`config.mk`:
```
export PLATFORM = sky130hd
export DESIGN_NAME = vga_sync
export DESIGN_NICKNAME = d
export VERILOG_FILES = /design/src/rtl/vga_timing_pkg.sv /design/src/rtl/pix_tick_gen.sv /design/src/rtl/vga_sync.sv
export SDC_FILE = /design/constraint.sdc
export NUM_CORES = 1
export LEC_CHECK = 0
export ABC_CLOCK_PERIOD_IN_PS = 2400
export BUFFER_PORTS_ARGS = -buffer_cell sky130_fd_sc_hd__buf_2
export CAP_MARGIN = 0
export CORE_AREA = 8 8 71 73
export CTS_CLUSTER_DIAMETER = 200
export DETAILED_ROUTE_END_ITERATION = 8
export DIE_AREA = 0 0 79 81
export GPL_ROUTABILITY_DRIVEN = 0
export PLACE_DENSITY = 0.69
export RECOVER_POWER = 25
export REMOVE_ABC_BUFFERS = 1
export SLEW_MARGIN = 20
export SYNTH_ARGS = -nofsm -noshare
export SYNTH_HDL_FRONTEND = slang
export SYNTH_HIERARCHICAL = 1
export SYNTH_SLANG_ARGS = --single-unit
```
`constraint.sdc`:
```
create_clock -name clk -period 2.4 [get_ports clk]
set_clock_uncertainty 0.1 [all_clocks]
set_input_delay 0.24 -clock clk [delete_from_list [all_inputs] [get_ports clk]]
set_output_delay 0.24 -clock clk [all_outputs]
set_load 0.05 [all_outputs]
```
`src/rtl/vga_timing_pkg.sv`:
```
// vga_timing_pkg: shared 640x480@60 raster constants and sync helpers
package vga_timing_pkg;
  localparam int H_DISP  = 640;
  localparam int H_FP    = 16;
  localparam int H_SYNC  = 96;
  localparam int H_BP    = 48;
  localparam int V_DISP  = 480;
  localparam int V_FP    = 10;
  localparam int V_SYNC  = 2;
  localparam int V_BP    = 33;
  localparam int H_TOTAL = H_DISP + H_FP + H_SYNC + H_BP;
  localparam int V_TOTAL = V_DISP + V_FP + V_SYNC + V_BP;
  localparam int COORD_W = 10;
  localparam logic SYNC_ACTIVE = 1'b0;

  // True when coordinate v lies in [lo, lo+len).
  function automatic logic in_window(input logic [COORD_W-1:0] v, input int lo, input int len);
    return (int'(v) >= lo) && (int'(v) < lo + len);
  endfunction
endpackage

```
`src/rtl/pix_tick_gen.sv`:
```
// pix_tick_gen: divides clk down to a one-cycle pixel enable every DIV clocks
module pix_tick_gen #(
  parameter int DIV = 4
) (
  input  logic clk,
  input  logic reset_n,
  output logic p_tick
);
  localparam int W = (DIV > 1) ? $clog2(DIV) : 1;
  localparam logic [W-1:0] LAST = W'(DIV - 1);

  logic [W-1:0] div_cnt_q, div_cnt_d;

  // Next divider value: count 0..DIV-1 and wrap.
  always_comb div_cnt_d = (div_cnt_q == LAST) ? '0 : div_cnt_q + 1'b1;

  // Divider register; with DIV=1 it is stuck at 0 so the tick is always high.
  always_ff @(posedge clk or negedge reset_n)
    if (!reset_n) div_cnt_q <= '0;
    else          div_cnt_q <= div_cnt_d;

  assign p_tick = (div_cnt_q == LAST);
endmodule

```
`src/rtl/vga_sync.sv`:
```
// vga_sync: raster counters, registered sync/blanking and line/frame decodes
module vga_sync #(
  parameter int DIV    = 4,
  parameter int H_DISP = vga_timing_pkg::H_DISP,
  parameter int H_FP   = vga_timing_pkg::H_FP,
  parameter int H_SYNC = vga_timing_pkg::H_SYNC,
  parameter int H_BP   = vga_timing_pkg::H_BP,
  parameter int V_DISP = vga_timing_pkg::V_DISP,
  parameter int V_FP   = vga_timing_pkg::V_FP,
  parameter int V_SYNC = vga_timing_pkg::V_SYNC,
  parameter int V_BP   = vga_timing_pkg::V_BP
) (
  input  logic       clk,
  input  logic       reset_n,
  output logic       p_tick,
  output logic [9:0] pixel_x,
  output logic [9:0] pixel_y,
  output logic       video_on,
  output logic       hsync,
  output logic       vsync,
  output logic       line_end,
  output logic       frame_end
);
  import vga_timing_pkg::*;

  localparam int HT = H_DISP + H_FP + H_SYNC + H_BP;
  localparam int VT = V_DISP + V_FP + V_SYNC + V_BP;
  localparam logic [9:0] H_LAST = 10'(HT - 1);
  localparam logic [9:0] V_LAST = 10'(VT - 1);

  logic [9:0] x_q, x_d, y_q, y_d;
  logic       hs_q, hs_d, vs_q, vs_d, vid_q, vid_d;

  pix_tick_gen #(.DIV(DIV)) u_tick (
    .clk    (clk),
    .reset_n(reset_n),
    .p_tick (p_tick)
  );

  // Next raster position and the sync/blank levels that belong to it.
  always_comb begin
    x_d   = (x_q == H_LAST) ? '0 : x_q + 10'd1;
    y_d   = (x_q != H_LAST) ? y_q : (y_q == V_LAST) ? '0 : y_q + 10'd1;
    hs_d  = in_window(x_d, H_DISP + H_FP, H_SYNC) ? SYNC_ACTIVE : ~SYNC_ACTIVE;
    vs_d  = in_window(y_d, V_DISP + V_FP, V_SYNC) ? SYNC_ACTIVE : ~SYNC_ACTIVE;
    vid_d = (int'(x_d) < H_DISP) && (int'(y_d) < V_DISP);
  end

  // Counters and outputs move together on pixel ticks only, keeping them aligned;
  // video_on therefore stays low until the first tick after reset.
  always_ff @(posedge clk or negedge reset_n)
    if (!reset_n) begin
      x_q   <= '0;
      y_q   <= '0;
      hs_q  <= ~SYNC_ACTIVE;
      vs_q  <= ~SYNC_ACTIVE;
      vid_q <= 1'b0;
    end else if (p_tick) begin
      x_q   <= x_d;
      y_q   <= y_d;
      hs_q  <= hs_d;
      vs_q  <= vs_d;
      vid_q <= vid_d;
    end

  assign pixel_x   = x_q;
  assign pixel_y   = y_q;
  assign hsync     = hs_q;
  assign vsync     = vs_q;
  assign video_on  = vid_q;
  assign line_end  = p_tick && (x_q == H_LAST);
  assign frame_end = line_end && (y_q == V_LAST);
endmodule
```
==> metrics <==
critical path's most frequent cell=or4_4; Hold Crit Class=register to register; Clock Path Buffers=2; Chip Width=79 um; count of different cell masters after synthesis=57; count of pins over their slew limit=0; Max-Cap Viols=0; Worst EP required=2.06 ns; die area=6400 um^2; Clk network pwr share=37.6%; Fillers=378; total power=0.691 mW; Worst slew margin=4.26%; post-DP HPWL=3130 um; grt total ovfl=0; final setup fails=0; # DRC=0; first-pass GRT wire length=7310 um; Seq/Total Area, Yosys=37.2%; Worst Tran Pin Value=1.44 ns; Initial Util=43.2%; number of diodes=0; RSZ-0062 raised after global routing=true; H-tree depth=1; Reg clk slew, reported paths=0.09 ns; final hold violations=0; Reg power frac=61.0%; critical path's slowest cell=or4_4; static leakage=0.864 nW; Via density=5.81; Int Power=0.541 mW; Post-Syn Area=1690 um^2; CTS sink cnt=25; Mapped Cells=186; Post-Layout Cell Count=275; FF/Latch Area=631 um^2; Gate power share=1.4%; slowest cell delay on critical path=0.56 ns; Routed Antenna Nets=0; most frequent cells in the layout=buf_2 (25), dfrtp_1 (21), buf_4 (21), nand2_1 (18); placed cell count=266; vias in the first global route=1489; Sw Share=21.6%; number of synthesized flops with an enable pin=0; Yosys warning count=6; drt wl/cell=16.2 um; CP Cell Sequence=or4_4 -> or4_4 -> nor2_4 -> buf_6; asr flop ratio synth=100%; Final #Nets=233; maximum vdd drop=0.000243 V; R2R cell count=7; area grow syn2layout=21.6%; Psw=0.149 mW; initial antenna violation count=0; CTS tree=yes; Critical Path AT=2.02 ns; syn_area_per_cell=9.08 um^2; All-Layer GR Usage=13.9%; CP max FO=4; # rows=23; total negative slack=0 ns; Clk Latency, worst-skew pair=0.27 ns; commonest non-fill, non-tap cell in the layout=buf_2; status=finished, final reports clean; Final min period=2.36 ns; DIE HEIGHT=81 um; DR iter-0 viols=87; Critical Path Start Type=register; CP Capture Type=output pin; CP Class=register to output pin; TritonRoute pass-1 iters=4; fmax=0.424 GHz; floorplan core area=3910 um^2; CTS buffer count=3; PD cells=336 nW/um^2; Routed WL=4460 um; largest net degree at the start of global routing=26; num ports=28; primary flip-flop cell chosen by synthesis mapping=dfrtp_1; multi-input logic area=981 um^2; share of cells above drive strength 1=30.7%; Final period util=98.2%; hold path depth=1; via count=1599; port bufs=27; register bit count reported by yosys=25; CTS root buf=clkbuf_8
per-layer routing:
metal / share of wire, % / global-route usage (%) / vias up / routed length, um
met1: 46 / 17.8 / 765 / 2060
met5: 0 / 0 / - / 0
met2: 46 / 22.8 / 55 / 2060
met3: 6.2 / 3.75 / 6 / 277
li1: - / - / 773 / -
met4: 1.4 / 3.70 / 0 / 63
state kept, by name, summed over array words and instances, names as in the netlist:
register          flops
pixel_x              10
hsync                 1
vsync                 1
video_on              1
u_tick/div_cnt_q      2
pixel_y              10
through the flow:
step	area, um^2	hold slack [ns]	utilization, %	setup WS (ns)
after CTS	2010	0.344	51.3	0.0138
after floorplan	1620	-0.156	-	-0.661
after global routing	2050	0.357	52.5	-0.0158
final	2050	0.340	52.5	0.0424
after detailed placement	1950	0.167	49.8	0.188
after global placement	1950	0.166	49.8	0.233
power groups by stage:
| stage | Sequential [mW] | Clock [mW] | Combinational (mW) |
|---|---|---|---|
| floorplan | 0.429 | 0 | 0.000000278 |
| global placement | 0.429 | 0 | 0.00929 |
| detailed placement | 0.429 | 0 | 0.00934 |
| CTS | 0.421 | 0.265 | 0.0105 |
| global route | 0.421 | 0.277 | 0.0115 |
| finish | 0.421 | 0.260 | 0.0100 |
worst max-delay path, delay by kind of cell (launching register included):
| kind | cells | cell delay [ns] |
|---|---|---|
| buf+inv | 1 | 0.16 |
| flops | 1 | 0.38 |
| simple gates | 3 | 1.20 |
final timing paths:
check	to	from	slack [ns]
setup / recovery	frame_end	pixel_y[5]	0.04
hold / removal	u_tick/div_cnt_q[0]	u_tick/div_cnt_q[0]	0.34
setup reg to reg	video_on	pixel_y[1]	0.18
hold reg to reg	u_tick/div_cnt_q[0]	u_tick/div_cnt_q[0]	0.34
max in group asynchronous	pixel_y[1]	reset_n	0.53
min in group asynchronous	u_tick/div_cnt_q[1]	reset_n	0.72
cell type report:
cell class	instances	area share, %
clock buffers	4	2.19
inverters	7	1.28
multi-input cells	140	47.8
flip-flops and latches	25	30.7
well taps	50	3.05
repair buffers	49	15.0
cells by family after synthesis:
| group | share of synthesized area (%) |
|---|---|
| and+or+nand+nor | 26.4 |
| AOI/OAI and AO/OA | 18.1 |
| DFF | 37.2 |
| buffers and inverters | 5.48 |
| xor gates and xnor gates | 5.18 |
| muxes | 4.00 |
| adders and majority gates | 3.70 |
repair_timing:
| action | 4_1_cts | 5_1_grt |
|---|---|---|
| setup buffers | 0 | 4 |
| gates resized for setup | 3 | 5 |
| setup endpoints to repair | 1 | 2 |
| hold endpoints to repair | 23 | 0 |
| hold buffers | 1 | 0 |
cells in the mapped netlist, types with 2 or more instances:
library cell	count	area (um^2)
a31oi_1	4	25.0
a21oi_1	6	30.0
a211oi_1	2	15.0
xor2_1	4	35.0
o21ai_1	9	45.0
nand2_1	19	71.3
nand2b_1	2	12.5
dfstp_2	2	52.6
buf_2	4	20.0
xnor2_1	6	52.6
nand4_1	8	50.1
o41ai_1	2	17.5
nor3_1	4	20.0
mux2i_1	3	30.0
inv_1	6	22.5
o21ai_0	3	15.0
and4_1	4	35.0
clkbuf_1	8	30.0
nor4_1	3	18.8
ha_1	5	62.6
or4_4	2	22.5
and3_1	3	18.8
nand3_1	8	40.0
nor2_1	10	37.5
mux2_2	2	22.5
o31ai_1	4	30.0
dfrtp_1	23	576
(Power assumes the default switching activity.)
